### config.mk
export PLATFORM = sky130hd
export DESIGN_NAME = pipeline_control_unit_flat
export DESIGN_NICKNAME = d
export VERILOG_FILES = /design/src/rtl/pipeline_control_unit_pkg.sv /design/src/rtl/pipeline_control_unit_if.sv /design/src/rtl/pipeline_control_unit_perf_counter.sv /design/src/rtl/pipeline_control_unit.sv /design/src/flat_wrapper.sv
export SDC_FILE = /design/constraint.sdc
export NUM_CORES = 1
export LEC_CHECK = 0
export ABC_CLOCK_PERIOD_IN_PS = 4100
export BUFFER_PORTS_ARGS = -buffer_cell sky130_fd_sc_hd__buf_2
export CAP_MARGIN = 10
export CORE_ASPECT_RATIO = 0.8
export CORE_MARGIN = 8
export CORE_UTILIZATION = 54
export DETAILED_ROUTE_END_ITERATION = 10
export PLACE_DENSITY = 0.79
export SLEW_MARGIN = 25
export SYNTH_ARGS = -nofsm -noshare
export SYNTH_HDL_FRONTEND = slang
export SYNTH_SLANG_ARGS = --single-unit
### constraint.sdc
create_clock -name clk -period 4.1 [get_ports clk]
set_input_delay 0.82 -clock clk [delete_from_list [all_inputs] [get_ports clk]]
set_output_delay 0.82 -clock clk [all_outputs]
set_load 0.005 [all_outputs]
### src/rtl/pipeline_control_unit_pkg.sv
`default_nettype none
// +----------------------------------------------------------------------------+
// | Module : pipeline_control_unit_pkg                                         |
// | Brief  : State encoding, control bundle type and RUN-mode priority decode  |
// |          shared by the pipeline stall/flush/halt sequencer.                |
// | Rev    : 1.0  initial release                                              |
// +----------------------------------------------------------------------------+
package pipeline_control_unit_pkg;

  // Sequencer states; the encoding is visible on state_o and is relied on by
  // the top-level halt logic, so the values are fixed.
  typedef enum logic [1:0] {
    ST_RUN      = 2'd0,
    ST_MEM_WAIT = 2'd1,
    ST_DRAIN    = 2'd2,
    ST_HALTED   = 2'd3
  } pcu_state_t;

  // Per-stage pipeline controls driven by the sequencer.
  typedef struct packed {
    logic pc_write;
    logic if_id_write;
    logic if_id_flush;
    logic id_ex_bubble;
    logic ex_wb_write;
  } pcu_ctrl_t;

  // Everything held, nothing flushed.
  localparam pcu_ctrl_t c_CTRL_NOP  = pcu_ctrl_t'(5'b00000);
  // Normal flow: every register advances, no flush or bubble.
  localparam pcu_ctrl_t c_CTRL_FLOW = pcu_ctrl_t'(5'b11001);

  // RUN-mode decode once memory is known to be ready. A mispredict wins over
  // everything in ID because that instruction is on the wrong path.
  function automatic pcu_ctrl_t run_decode(input logic mispredict,
                                           input logic is_hazard,
                                           input logic halt_req);
    pcu_ctrl_t c;
    c = c_CTRL_FLOW;
    if (mispredict) begin
      c.if_id_flush  = 1'b1;
      c.id_ex_bubble = 1'b1;
    end else if (is_hazard) begin
      c.pc_write     = 1'b0;
      c.if_id_write  = 1'b0;
      c.id_ex_bubble = 1'b1;
    end else if (halt_req) begin
      // ECALL moves on to EX; the younger fetch behind it is squashed.
      c.pc_write     = 1'b0;
      c.if_id_flush  = 1'b1;
    end
    return c;
  endfunction

endpackage
`default_nettype wire

### src/rtl/pipeline_control_unit_if.sv
`default_nettype none
// +----------------------------------------------------------------------------+
// | Module : pipeline_control_unit_if                                          |
// | Brief  : Hazard/status inputs and stage-control/perf outputs of the        |
// |          pipeline control unit.                                            |
// | Rev    : 1.0  initial release                                              |
// +----------------------------------------------------------------------------+
interface pipeline_control_unit_if #(
  parameter int CNT_W = 32
);
  logic             is_hazard;
  logic             mispredict;
  logic             halt_req;
  logic             mem_busy;
  logic             pc_write;
  logic             if_id_write;
  logic             if_id_flush;
  logic             id_ex_bubble;
  logic             ex_wb_write;
  logic             is_halted;
  logic [1:0]       state_o;
  logic [CNT_W-1:0] cycle_count;
  logic [CNT_W-1:0] stall_count;
  logic [CNT_W-1:0] flush_count;
  logic             timeout_err;

  // Pipeline side: raises hazards, consumes controls.
  modport master (
    output is_hazard, mispredict, halt_req, mem_busy,
    input  pc_write, if_id_write, if_id_flush, id_ex_bubble, ex_wb_write,
    input  is_halted, state_o, cycle_count, stall_count, flush_count, timeout_err
  );

  // Control unit side.
  modport slave (
    input  is_hazard, mispredict, halt_req, mem_busy,
    output pc_write, if_id_write, if_id_flush, id_ex_bubble, ex_wb_write,
    output is_halted, state_o, cycle_count, stall_count, flush_count, timeout_err
  );
endinterface
`default_nettype wire

### src/rtl/pipeline_control_unit_perf_counter.sv
`default_nettype none
// +----------------------------------------------------------------------------+
// | Module : pipeline_control_unit_perf_counter                                |
// | Brief  : Wrapping event counter with enable and asynchronous clear.        |
// | Rev    : 1.0  initial release                                              |
// +----------------------------------------------------------------------------+
module pipeline_control_unit_perf_counter #(
  parameter int CNT_W = 32
) (
  input  logic             clk,
  input  logic             reset,
  input  logic             inc,
  output logic [CNT_W-1:0] count
);

  logic [CNT_W-1:0] r_count;

  // Count enabled cycles; wraps naturally modulo 2**CNT_W.
  always_ff @(posedge clk or posedge reset) begin
    if (reset) begin
      r_count <= '0;
    end else if (inc) begin
      r_count <= r_count + CNT_W'(1);
    end
  end

  assign count = r_count;

endmodule
`default_nettype wire

### src/rtl/pipeline_control_unit.sv
`default_nettype none
// +----------------------------------------------------------------------------+
// | Module : pipeline_control_unit                                             |
// | Brief  : Stall/flush/halt sequencer for the 5-stage pipeline. Prioritises  |
// |          memory busy, mispredict, load-use hazard and ECALL halt, drains   |
// |          older instructions before halting, and keeps perf counters.       |
// | Rev    : 1.0  initial release                                              |
// +----------------------------------------------------------------------------+
module pipeline_control_unit
  import pipeline_control_unit_pkg::*;
#(
  parameter int DRAIN_CYCLES = 3,
  parameter int MEM_TIMEOUT  = 64,
  parameter int CNT_W        = 32
) (
  input  logic                    clk,
  input  logic                    reset,
  pipeline_control_unit_if.slave  bus
);

  localparam int c_DRW = $clog2(DRAIN_CYCLES + 1);
  // One spare code above MEM_TIMEOUT so the increment never wraps.
  localparam int c_BW  = $clog2(MEM_TIMEOUT + 2);

  pcu_state_t       r_state;
  pcu_state_t       w_next_state;
  logic [c_DRW-1:0] r_drain_cnt;
  logic [c_BW-1:0]  r_busy_cnt;
  logic [c_BW-1:0]  w_busy_nxt;
  logic             r_timeout_err;
  logic             r_is_halted;
  pcu_ctrl_t        w_ctrl;
  logic             w_halt_acc;
  logic             w_flush_acc;
  logic             w_stall_inc;
  logic             w_cycle_inc;
  logic             w_waitable;

  // RUN and MEM_WAIT share the same busy handling and, once memory is ready,
  // the same priority decode.
  assign w_waitable = (r_state == ST_RUN) || (r_state == ST_MEM_WAIT);
  assign w_busy_nxt = r_busy_cnt + c_BW'(1);

  // Next-state and stage-control decode; zero latency from inputs.
  always_comb begin
    w_ctrl       = c_CTRL_NOP;
    w_next_state = r_state;
    w_halt_acc   = 1'b0;
    w_flush_acc  = 1'b0;
    case (r_state)
      ST_RUN, ST_MEM_WAIT: begin
        if (bus.mem_busy) begin
          w_next_state = ST_MEM_WAIT;
        end else begin
          w_ctrl       = run_decode(bus.mispredict, bus.is_hazard, bus.halt_req);
          w_flush_acc  = bus.mispredict;
          w_halt_acc   = !bus.mispredict && !bus.is_hazard && bus.halt_req;
          w_next_state = w_halt_acc ? ST_DRAIN : ST_RUN;
        end
      end
      ST_DRAIN: begin
        // Front end frozen and squashed; older instructions retire when memory allows.
        w_ctrl.if_id_flush  = 1'b1;
        w_ctrl.id_ex_bubble = 1'b1;
        w_ctrl.ex_wb_write  = !bus.mem_busy;
        if (!bus.mem_busy && (r_drain_cnt == c_DRW'(1))) begin
          w_next_state = ST_HALTED;
        end
      end
      ST_HALTED: begin
        w_next_state = ST_HALTED;
      end
      default: begin
        w_next_state = ST_RUN;
      end
    endcase
    if (reset) begin
      w_ctrl = c_CTRL_NOP;
    end
  end

  assign w_stall_inc = w_waitable && !w_ctrl.pc_write;
  assign w_cycle_inc = (r_state != ST_HALTED);

  // FSM state, drain countdown, busy streak and sticky timeout.
  always_ff @(posedge clk or posedge reset) begin
    if (reset) begin
      r_state       <= ST_RUN;
      r_drain_cnt   <= '0;
      r_busy_cnt    <= '0;
      r_timeout_err <= 1'b0;
      r_is_halted   <= 1'b0;
    end else begin
      r_state     <= w_next_state;
      r_is_halted <= (w_next_state == ST_HALTED);

      if (w_halt_acc) begin
        r_drain_cnt <= c_DRW'(DRAIN_CYCLES);
      end else if ((r_state == ST_DRAIN) && !bus.mem_busy) begin
        r_drain_cnt <= r_drain_cnt - c_DRW'(1);
      end

      // The streak includes the RUN cycle that first saw busy, so a busy
      // input held N cycles raises the error after exactly N cycles.
      if (w_waitable && bus.mem_busy) begin
        if (r_busy_cnt < c_BW'(MEM_TIMEOUT)) begin
          r_busy_cnt <= w_busy_nxt;
        end
        if (w_busy_nxt >= c_BW'(MEM_TIMEOUT)) begin
          r_timeout_err <= 1'b1;
        end
      end else begin
        r_busy_cnt <= '0;
      end
    end
  end

  pipeline_control_unit_perf_counter #(.CNT_W(CNT_W)) u_cycle_cnt (
    .clk   (clk),
    .reset (reset),
    .inc   (w_cycle_inc),
    .count (bus.cycle_count)
  );

  pipeline_control_unit_perf_counter #(.CNT_W(CNT_W)) u_stall_cnt (
    .clk   (clk),
    .reset (reset),
    .inc   (w_stall_inc),
    .count (bus.stall_count)
  );

  pipeline_control_unit_perf_counter #(.CNT_W(CNT_W)) u_flush_cnt (
    .clk   (clk),
    .reset (reset),
    .inc   (w_flush_acc),
    .count (bus.flush_count)
  );

  assign bus.pc_write     = w_ctrl.pc_write;
  assign bus.if_id_write  = w_ctrl.if_id_write;
  assign bus.if_id_flush  = w_ctrl.if_id_flush;
  assign bus.id_ex_bubble = w_ctrl.id_ex_bubble;
  assign bus.ex_wb_write  = w_ctrl.ex_wb_write;
  assign bus.is_halted    = r_is_halted;
  assign bus.state_o      = r_state;
  assign bus.timeout_err  = r_timeout_err;

endmodule
`default_nettype wire

### src/flat_wrapper.sv
// flat-port wrapper written by rule: the top's interface ports become plain ports
module pipeline_control_unit_flat import pipeline_control_unit_pkg::*;
#(
  parameter int DRAIN_CYCLES = 3,
  parameter int MEM_TIMEOUT  = 64,
  parameter int CNT_W        = 32
)
  (clk, reset, bus_is_hazard, bus_mispredict, bus_halt_req, bus_mem_busy, bus_pc_write, bus_if_id_write, bus_if_id_flush, bus_id_ex_bubble, bus_ex_wb_write, bus_is_halted, bus_state_o, bus_cycle_count, bus_stall_count, bus_flush_count, bus_timeout_err);
  pipeline_control_unit_if #(.CNT_W(CNT_W)) bus_i ();
  input  logic clk;
  input  logic reset;
  input wire logic [$bits(bus_i.is_hazard)-1:0] bus_is_hazard;
  input wire logic [$bits(bus_i.mispredict)-1:0] bus_mispredict;
  input wire logic [$bits(bus_i.halt_req)-1:0] bus_halt_req;
  input wire logic [$bits(bus_i.mem_busy)-1:0] bus_mem_busy;
  output wire logic [$bits(bus_i.pc_write)-1:0] bus_pc_write;
  output wire logic [$bits(bus_i.if_id_write)-1:0] bus_if_id_write;
  output wire logic [$bits(bus_i.if_id_flush)-1:0] bus_if_id_flush;
  output wire logic [$bits(bus_i.id_ex_bubble)-1:0] bus_id_ex_bubble;
  output wire logic [$bits(bus_i.ex_wb_write)-1:0] bus_ex_wb_write;
  output wire logic [$bits(bus_i.is_halted)-1:0] bus_is_halted;
  output wire logic [$bits(bus_i.state_o)-1:0] bus_state_o;
  output wire logic [$bits(bus_i.cycle_count)-1:0] bus_cycle_count;
  output wire logic [$bits(bus_i.stall_count)-1:0] bus_stall_count;
  output wire logic [$bits(bus_i.flush_count)-1:0] bus_flush_count;
  output wire logic [$bits(bus_i.timeout_err)-1:0] bus_timeout_err;
  assign bus_i.is_hazard = bus_is_hazard;
  assign bus_i.mispredict = bus_mispredict;
  assign bus_i.halt_req = bus_halt_req;
  assign bus_i.mem_busy = bus_mem_busy;
  assign bus_pc_write = bus_i.pc_write;
  assign bus_if_id_write = bus_i.if_id_write;
  assign bus_if_id_flush = bus_i.if_id_flush;
  assign bus_id_ex_bubble = bus_i.id_ex_bubble;
  assign bus_ex_wb_write = bus_i.ex_wb_write;
  assign bus_is_halted = bus_i.is_halted;
  assign bus_state_o = bus_i.state_o;
  assign bus_cycle_count = bus_i.cycle_count;
  assign bus_stall_count = bus_i.stall_count;
  assign bus_flush_count = bus_i.flush_count;
  assign bus_timeout_err = bus_i.timeout_err;
  pipeline_control_unit #(.DRAIN_CYCLES(DRAIN_CYCLES), .MEM_TIMEOUT(MEM_TIMEOUT), .CNT_W(CNT_W)) u_core (.clk(clk), .reset(reset), .bus(bus_i));
endmodule
# Yosys cells after proc, flatten, opt, wreduce, memory -nomap -nowiden
# Index checks and enable logic that the tools add are counted.
[op_classes]
n_addsub = 5
order_cmp = 2
n_eq_ne = 7
mux = 24
reduce_logical = 15
[ops]
columns = ["cell", "n"]
rows = [
  ["adder 32 x 1 -> 32 bit (second input constant)", 3],
  ["2-to-1 mux 2 bit", 8],
  ["2-to-1 mux 7 bit", 2],
  ["2-to-1 mux 1 bit", 10],
  ["2-to-1 mux 5 bit", 2],
  ["adder 7 x 1 -> 7 bit (second input constant)", 1],
  [">= comparator 7 bit (second input constant)", 1],
  ["< comparator 7 bit (second input constant)", 1],
  ["equality test 2 bit (second input constant)", 3],
  ["logical AND 1 bit", 6],
  ["case mux 2 bit (3 select lines)", 1],
  ["case mux 3 bit (2 select lines)", 1],
  ["equality test 2 x 1 -> 1 bit (second input constant)", 2],
  ["logical NOT 1 bit", 4],
  ["!= test 2 bit (second input constant)", 2],
  ["logical NOT 2 bit", 1],
  ["AND reduction 2 bit", 1],
  ["nonzero test 2 bit", 1],
  ["OR reduction 2 bit", 1],
  ["subtractor 2 x 1 -> 2 bit (second input constant)", 1],
  ["logical OR 1 bit", 1],
]
[totals]
ff_bits = 109
output_inout_bits = 105
wordCells = 61

# Depth between registers and ports, before layout
# Gate-level depths: netlist of run 1.
[depth]
word_depth = 8
mapped_depth = 6

# Hierarchy
# Synthesis of run 1 repeated with hierarchy kept, for this count alone.
[unflattened]
cells_unflattened = 454
hier_area_um2 = 5237.5
[modules_own_cells]
columns = ["mod", "n_inst", "cells_per_inst", "area_each_um2"]
rows = [
  ["pipeline_control_unit_perf_counter (u_core.u_cycle_cnt ...)", 2, 126, 1510.2],
  ["pipeline_control_unit_perf_counter (u_core.u_flush_cnt)", 1, 126, 1476.4],
  ["pipeline_control_unit", 1, 76, 740.7],
]

# Least setup slack after synthesis of run 1
# OpenSTA, ideal clock, no wires.
[synth_timing]
path_kind = "input -> output"
start = "input port bus_mem_busy"
end = "output port bus_pc_write"
t_arrival_ns = 1.713
required_ns = 3.280
path_slack_ns = 1.567
stages = 3
path_cell_list = "buf_6 > a2111oi_0 > a21boi_0"
[synth_between]
elab_chain_len = 3
[synth_rtl]
columns = ["element", "line_no", "text"]
rows = [
  ["start, declared", "flat_wrapper.sv:15", "input wire logic [$bits(bus_i.mem_busy)-1:0] bus_mem_busy;"],
  ["2-to-1 mux 5 bit", "pipeline_control_unit.sv:52", "if (bus.mem_busy) begin"],
  ["2-to-1 mux 2 bit", "pipeline_control_unit.sv:50", "case (r_state)"],
  ["2-to-1 mux 5 bit", "pipeline_control_unit.sv:77", "if (reset) begin"],
  ["end, declared", "flat_wrapper.sv:16", "output wire logic [$bits(bus_i.pc_write)-1:0] bus_pc_write;"],
]
# No other way between the ends.

# Worst setup path in the final report of run 1
[layout_timing]
start = "input port bus_mispredict"
end = "output port bus_pc_write"
[layout_between]
elab_chain_len = 4
[layout_rtl]
columns = ["element", "line_no", "text"]
rows = [
  ["start, declared", "flat_wrapper.sv:13", "input wire logic [$bits(bus_i.mispredict)-1:0] bus_mispredict;"],
  ["2-to-1 mux 2 bit", "pipeline_control_unit_pkg.sv:40", "if (mispredict) begin"],
  ["2-to-1 mux 5 bit", "pipeline_control_unit.sv:52", ""],
  ["2-to-1 mux 2 bit", "pipeline_control_unit.sv:50", ""],
  ["2-to-1 mux 5 bit", "pipeline_control_unit.sv:77", ""],
]
# No other way between the ends.

==> flow_results.org, run 1 <==
** Route
- For this block, the via count after detailed routing is roughly 4000.
- Met2 wire length :: 5670 um
- The detailed router put a total of ~5200 um of wire on met1.
- Average wire per standard cell :: around 17 um
- The detail route stage leaves a number of antenna-violating nets equal to 0.
- Routed signal wires occupy layers up through met4.
- After detailed routing, the number of remaining DRC violations is 0.
- Number of iterations in the first detailed-routing pass :: 5
- Post-Route WL :: ~12000 um
- Detail-routed via count per cell :: 5.79
- Starting DRT DRC Count :: between 200 and 300
- Detailed-routed wire length on met3 :: between 700 and 800 um

** GRT
- Entering global routing, the biggest net connects 75 pins.
- The via count of the first global-routing pass is 4084.
- Summed over all layers, the global routing overflow is 0.
- The initial antenna violation count came to 0.
- The first global-routing pass estimated about 20000 um of wire.
- Overall Global Routing Usage :: a little under a fifth

** STA
- Final worst path period share :: roughly 70%
- The clock arrives with slightly below 6 ps of skew.
- Relative slew slack :: 40.7%
- Hold Vio Cnt, Final :: 0
- Setup violations, final :: 0
- Setup_tns :: 0 ps
- Final Max Tran Viols :: 0
- Achievable Freq :: between 300 and 400 MHz
- For the pin with the worst max-slew slack, the measured transition is about 880 ps.
- Setup repair after global routing left no endpoint under its margin.
- Time the worst path needs with I/O delays and setup :: 2870 ps

** Min path
- Hold Path Class :: reg2reg

** Clock network
- Worst skew pair latency :: around 340 ps
- Count of instances resized after the clock tree is built :: 0
- Buffers inserted to repair hold after CTS numbered 0.
- In this run the deepest clock path goes through 2 buffers.
- Clock transition at the register clock pins on the worst setup and hold paths after CTS :: approximately 70 ps
- TritonCTS built the clock tree.
- Counting the buffers created by CTS gives 9.
- Root buffer cell :: clkbuf_16
- For this design, the sink count on the clock tree is 109.
- Post-CTS Setup Repair Bufs :: 0
- H-tree levels :: 3

** Floorplan
- The floorplan has 31 rows.
- Top-Level Pins :: ~110
- The floorplan step defined a die boundary enclosing 12800 um^2.
- From left edge to right edge, the die measures around 120 um.
- Once the floorplan was initialized, standard cells occupied between 50% and 60% of the core.
- Floorplan core area :: ~9100 um^2
- Die Y-Extent :: approximately 100 um

** Cells and area
- Cells with a size suffix above 1 make up about a quarter of the layout.
- Leaving out fill and tap cells, the most frequent cell in the layout is buf_2.
- Counting the fill cells in the layout gives 703.
- Registers take roughly 2700 um^2.
- The finished layout holds roughly 690 standard cells, fillers aside.
- Cells fill 66.8% of the core in the end.
- The number of antenna diodes in the final layout is 0.
- Area growth, synth to finish :: 19.2%
- The library cells used most frequently in the layout, excluding fill and tap cells, are 110 x buf_2, 109 x dfrtp_1, 68 x xnor2_1.
- Final net count :: about 580
- Area of the multi-input gates :: about 2300 um^2

** Critical path
- Crit path launch type :: input port
- Critical path, cell by cell :: buf_2 > inv_1 > a2111oi_0 > a21boi_0 > buf_2
- Start-to-end type of the worst setup path :: in2out
- Most frequent cell on the critical path :: buf_2
- STA classifies the critical path endpoint as a primary output.
- Data required time at the worst endpoint :: 3280 ps
- Grouping stages by cell kind, the critical path spends the most delay in compound AO/OA/AOI/OAI gates.
- Slowest cell on crit path :: a2111oi_0
- Highest net fanout along the worst path :: 6
- On the worst path, the slowest cell contributes a delay of 600 ps.
- Data on the critical path arrives at its endpoint at between 2000 and 2500 ps.
- Critical path buffers and inverters :: 3

** Synthesis
- Post-synthesis cell type count :: 42
- Syn. warnings :: 0
- Dividing the synthesized area by the synthesized cell count gives 11.2 um^2.
- Post-Syn Area :: 5100 um^2
- Flop and latch count out of synthesis :: between 100 and 150
- When the netlist entered floorplanning its net count stood at roughly 470.
- For this run, the register share of the synthesized area comes to ~53%.
- Cells after Synth :: 457

** Power and ir drop
- Maximum vdd ir drop :: between 400 and 500 uV
- For this design the static power due to leakage is ~2.9 nW.
- In this run the power density over the cells is about 440 nW/um^2.

** Status
- The run finished with clean final reports.

** Placed design
- During placement, the flow inserted port buffers numbering between 100 and 150.
- Counting tap cells, the placed design contains a total of 676 instances.
- Routability congestion estimate from global placement :: approximately 0.85
- Detailed placement finished with a half-perimeter wire length of between 8000 and 9000 um.

** Flow run
- The tool flagged a number of max-cap violations equal to 0.
-- per-stage QoR --
stage / hold slack, ps / cell area (um^2) / setup slack [ps] / total power, mW
floorplan: 468 / 5100 / 406 / 1.60
global placement: 455 / 5780 / 1520 / 1.79
detailed placement: 465 / 5780 / 1290 / 1.82
CTS: 483 / 6080 / 1290 / 2.72
global route: 515 / 6080 / 1180 / 2.84
finish: 482 / 6080 / 1230 / 2.70
-- routing by layer --
layer	up-vias	GRT usage (%)
met5	-	0
met4	0	7.85
met3	28	5.65
met2	135	31.3
met1	1989	23.2
li1	1852	-
-- logic make-up (layout without fill, tap and decap cells) --
| kind of cell | count (synthesis) | after routing | synth area share, % |
|---|---|---|---|
| adder cells (fa/ha/maj) | 5 | 5 | 1.23 |
| XOR/XNOR | 100 | 100 | 17.2 |
| AND/OR/NAND/NOR | 205 | 205 | 22.8 |
| buffers and inverters | 17 | 137 | 1.59 |
| multiplexers | 3 | 3 | 0.637 |
| AO/OA/AOI/OAI | 18 | 18 | 3.11 |
| flip-flops | 109 | 109 | 53.4 |
-- registers in the layout, indices dropped and copies added, names as in the netlist --
name                      cells
u_core.u_stall_cnt.count     32
u_core.bus.is_halted          1
u_core.bus.state_o            2
u_core.u_flush_cnt.count     32
u_core.r_busy_cnt             7
u_core.r_drain_cnt            2
u_core.bus.timeout_err        1
u_core.u_cycle_cnt.count     32
-- path summary, 6_finish.rpt --
check                      depth (start not counted)                           end                         start  slack, ps
max in group asynchronous                          3  u_core.u_flush_cnt.count[21]                         reset       2570
min                                                1  u_core.u_cycle_cnt.count[31]  u_core.u_cycle_cnt.count[31]        480
max reg2reg                                        4  u_core.u_flush_cnt.count[27]         u_core.bus.state_o[1]       1930
max                                                5                  bus_pc_write                bus_mispredict       1230
min reg2reg                                        1  u_core.u_cycle_cnt.count[31]  u_core.u_cycle_cnt.count[31]        480
min in group asynchronous                          2          u_core.r_busy_cnt[3]                         reset        730
-- cells in the mapped netlist (all sizes together) --
cell type  instances  area [um^2]
a21boi             2         15.0
o211ai             1         7.51
buf                5         36.3
or2b               1         7.51
mux2i              1         10.0
dfrtp            109         2730
nor4               8         77.6
nand2             31          116
and2b              1         8.76
o21a               1         7.51
clkbuf             5         18.8
xor2              32          280
nor2b              2         12.5
o21bai             2         15.0
nand3             33          170
nor2              24         90.1
a21oi              5         25.0
inv                7         26.3
nand2b             5         31.3
ha                 5         62.6
nand4             45          282
or2                1         6.26
or3b               1         8.76
o21ai              2         10.0
a2111oi            3         63.8
nand4b             4         35.0
a211oi             2         15.0
nor3b              1         7.51
and4               9         78.8
nor3              15         75.1
and3              15         93.8
nor4b              3         26.3
xnor2             68          596
mux2               2         22.5
and2               6         37.5
-- where the power goes --
part / leakage, nW / internal, mW / total (mW) / switching (mW)
clock: 0.147 / 0.535 / 0.912 / 0.376
sequential: 1.46 / 1.19 / 1.36 / 0.168
combinational: 1.33 / 0.210 / 0.432 / 0.222
total: 2.94 / 1.94 / 2.70 / 0.766
-- layout make-up --
class                           count  share of cell area (%)
Timing Repair Buffer              114                    9.54
Clock inverter                      4                    1.19
Tap cell                          115                    2.36
Clock buffer                       12                    3.89
Inverter                            7                   0.473
Multi-Input combinational cell    331                    37.7
Sequential cell                   109                    44.8
(Power assumes the default switching activity.)
==> run 2: changes to the inputs <==
--- a/config.mk
+++ b/config.mk
@@ -5,14 +5,14 @@
 export SDC_FILE = /design/constraint.sdc
 export NUM_CORES = 1
 export LEC_CHECK = 0
-export ABC_CLOCK_PERIOD_IN_PS = 4100
+export ABC_CLOCK_PERIOD_IN_PS = 2400
 export BUFFER_PORTS_ARGS = -buffer_cell sky130_fd_sc_hd__buf_2
 export CAP_MARGIN = 10
 export CORE_ASPECT_RATIO = 0.8
 export CORE_MARGIN = 8
-export CORE_UTILIZATION = 54
+export CORE_UTILIZATION = 49
 export DETAILED_ROUTE_END_ITERATION = 10
-export PLACE_DENSITY = 0.79
+export PLACE_DENSITY = 0.76
 export SLEW_MARGIN = 25
 export SYNTH_ARGS = -nofsm -noshare
 export SYNTH_HDL_FRONTEND = slang
==> constraint.sdc (replaced) <==
create_clock -name clk -period 2.4 [get_ports clk]
set_input_delay 0.48 -clock clk [delete_from_list [all_inputs] [get_ports clk]]
set_output_delay 0.48 -clock clk [all_outputs]
set_load 0.005 [all_outputs]
==> flow_results.org, run 2 (same netlist as run 1, synthesis figures left out) <==
** Cells and area
- The most common library cell in the layout ignoring fill and taps was buf_2 (unchanged).
- Final net count :: 590 (was 583)
- Area growth, synth to finish :: 20.8% (was 19.2%)
- Highest-count cells in the layout ignoring fill and taps: 110 x buf_2, 109 x dfrtp_1, 68 x xnor2_1 (unchanged).
- The count of non-filler cells in the finished layout came to 723 (was 692).
- Diode insertion count for antenna repair :: 0 (unchanged)
- Proportion of layout cells with a drive suffix above 1 :: 25.0% (was 23.9%)
- The final core utilization was 60.4% (was 66.8%).

** Clock network
- The total number of H-tree levels was 3 (unchanged).
- Worst skew pair latency :: 340 ps (about the same)
- Number of CTS-inserted buffers :: 9 (unchanged)
- Clock tree from TritonCTS :: done (unchanged)
- The library cell used as clock root buffer is clkbuf_16 (unchanged).
- The number of buffers on the longest clock path came to 2 (unchanged).
- The number of hold-repair buffers added at the cts stage came to 0 (unchanged).
- Clock sink total :: 109 (unchanged)
- Clock transition at the register clock pins on the worst setup and hold paths after CTS :: 70 ps (about the same)

** STA
- Setup repair after global routing missed its margin: false (unchanged).
- Setup violations, final :: 0 (unchanged)
- The transition time at the pin with the least slew margin came to 758 ps (was 884 ps).
- The tightest hold margin was 254 ps (was 482 ps).
- The worst relative slew slack is 49.3% (was 40.7%).
- The final number of max-transition violations was 0 (unchanged).
- Final Skew :: 6.39 ps (was 5.81 ps)
- Achievable Freq :: 450 MHz
- Time the worst path needs with I/O delays and setup :: 2220 ps
- The number of hold violations in the final report was 0 (unchanged).
- Setup_tns :: 0 ps (unchanged)
- Final worst path period share :: 92.6%

** Route
- Detail-routed via count per cell :: 5.50 (was 5.79)
- The number of detailed-routing iterations run before antenna repair is 4 (was 5).
- Average wire per standard cell :: 16.3 um (was 17.3 um)
- Number of nets still failing antenna checks after routing :: 0 (unchanged)
- DRC Markers :: 0 (unchanged)
- The first-iteration detailed-routing DRC count came to 303 (was 252).
- The total length of routed wires was 11800 um (was 11900 um).
- The total via count in the routed design is 3973 (was 4004).

** Critical path
- The endpoint arrival time on the critical path is 1740 ps (was 2050 ps).
- Crit-path max cell delay :: 440 ps (was 600 ps)
- Highest net fanout along the worst path :: 10 (was 6)
- Critical path, cell by cell: buf_4 > a2111oi_1 > a21boi_0 > buf_2 (was buf_2 > inv_1 > a2111oi_0 > a21boi_0 > buf_2).
- Slowest cell on crit path :: dfrtp_1 (was a2111oi_0)
- The setup slack on the worst flop-to-flop path was 310 ps (was 1930 ps).
- CP endpoint kind :: primary output (unchanged)
- The required arrival time at the worst endpoint was 1920 ps (was 3280 ps).
- The depth of the worst register-to-register path came to 5 (was 4).
- The category of the worst setup path launch point is a flop (was input port).
- The path type of the worst setup path is reg2out (was in2out).

** GRT
- GRT overflow :: 0 (unchanged)
- The initial antenna violation count came to 0 (unchanged).
- The pin count of the biggest net entering global routing is 38 (was 75).
- Via count of the first global-routing pass :: 3950 (was 4084)
- The overall track demand over capacity in global routing was 17.3% (was 19.0%).
- First-pass GRT wire length :: 19600 um (was 20000 um)

** Floorplan
- Top-Level Pins :: 111 (unchanged)
- The die span in y came to 107 um (was 103 um).
- Die outline width :: 130 um (was 125 um)
- Floorplan core area :: 10200 um^2 (was 9110 um^2)
- The starting density of the core is 50.0% (was 56.0%).
- The total die area was 14000 um^2 (was 12800 um^2).
- Number of rows created at floorplan :: 33 (was 31)

** Min path
- Hold Path Class :: in2async (was reg2reg)

** Placed design
- Routability congestion estimate from global placement :: 0.859 (was 0.849)
- Number of I/O port buffers :: 110 (unchanged)
- The post-DP HPWL is 8850 um (was 8640 um).
- Placed insts :: 708 (was 676)

** Power and ir drop
- Maximum vdd ir drop :: 381 uV (was 485 uV)
- The leakage dissipation is 2.97 nW (was 2.94 nW).
- The power density over cell area was 720 nW/um^2 (was 444 nW/um^2).

** Flow run
- The total of max-cap violations came to 0 (unchanged).

** Status
- Run status: completed (unchanged).
## run 2: cell count changes in the layout (fill, tap and decap cells not counted), moves of 2 or more
cell       delta
buf_4         +5
clkbuf_1      -2
bufinv_16     -2
clkbuf_8      +2
buf_12        +2
## run 2: what timing repair did
action | 4_1_cts | 5_1_grt
resized for setup | 0 | 1
buffers inserted | 0 | 0
endpoints found under the setup margin | 0 | 1
## run 2: report_power, final
part	internal (mW)	leakage [nW]	total [mW]	switching, mW
Combinational	0.377	1.37	0.749	0.372
Sequential	2.04	1.46	2.32	0.283
Clock	0.755	0.135	1.37	0.612
Total	3.17	2.97	4.44	1.27
## run 2: through the flow
step,total power [mW],instance area (um^2),worst slack (ps)
global route,4.67,6160,65.9
CTS,4.51,6160,71.1
global placement,3.08,5890,336
floorplan,2.73,5110,455
finish,4.44,6160,177
detailed placement,3.12,5890,259
## run 2: path summary, 6_finish.rpt
| kind | start | to |
|---|---|---|
| worst min-delay path | reset | u_core.u_stall_cnt.count[0] |
| worst max-delay path | u_core.bus.state_o[1] | bus_pc_write |
| worst min register to register | u_core.u_stall_cnt.count[31] | u_core.u_stall_cnt.count[31] |
| min in group clk | u_core.u_stall_cnt.count[31] | u_core.u_stall_cnt.count[31] |
| max in group asynchronous | reset | u_core.u_cycle_cnt.count[11] |
| worst max register to register | u_core.bus.state_o[1] | u_core.u_stall_cnt.count[26] |
## run 2: layout make-up
| type | instances | area, um^2 |
|---|---|---|
| clock buffer | 12 | 256 |
| clock inverter | 3 | 21.3 |
| fill | 867 | 4030 |
| inverter | 7 | 30.0 |
| multi-input combinational | 331 | 2300 |
| sequential | 109 | 2730 |
| tap | 140 | 175 |
| timing repair buffer | 121 | 658 |
## run 2: worst max-delay path, delay by kind of cell, from the launching register on
family,cells,cell delay [ps]
compound gates,2,630
flops,1,440
buf+inv,2,350
## run 2: layer usage
| layer | part of all wire, % | track usage [%] | up-vias |
|---|---|---|---|
| met3 | 6.6 | 5.00 | 7 |
| li1 | - | - | 1864 |
| met1 | 45 | 22.3 | 1995 |
| met4 | 0.61 | 3.72 | 0 |
| met2 | 48 | 28.4 | 107 |
| met5 | 0 | 0 | - |
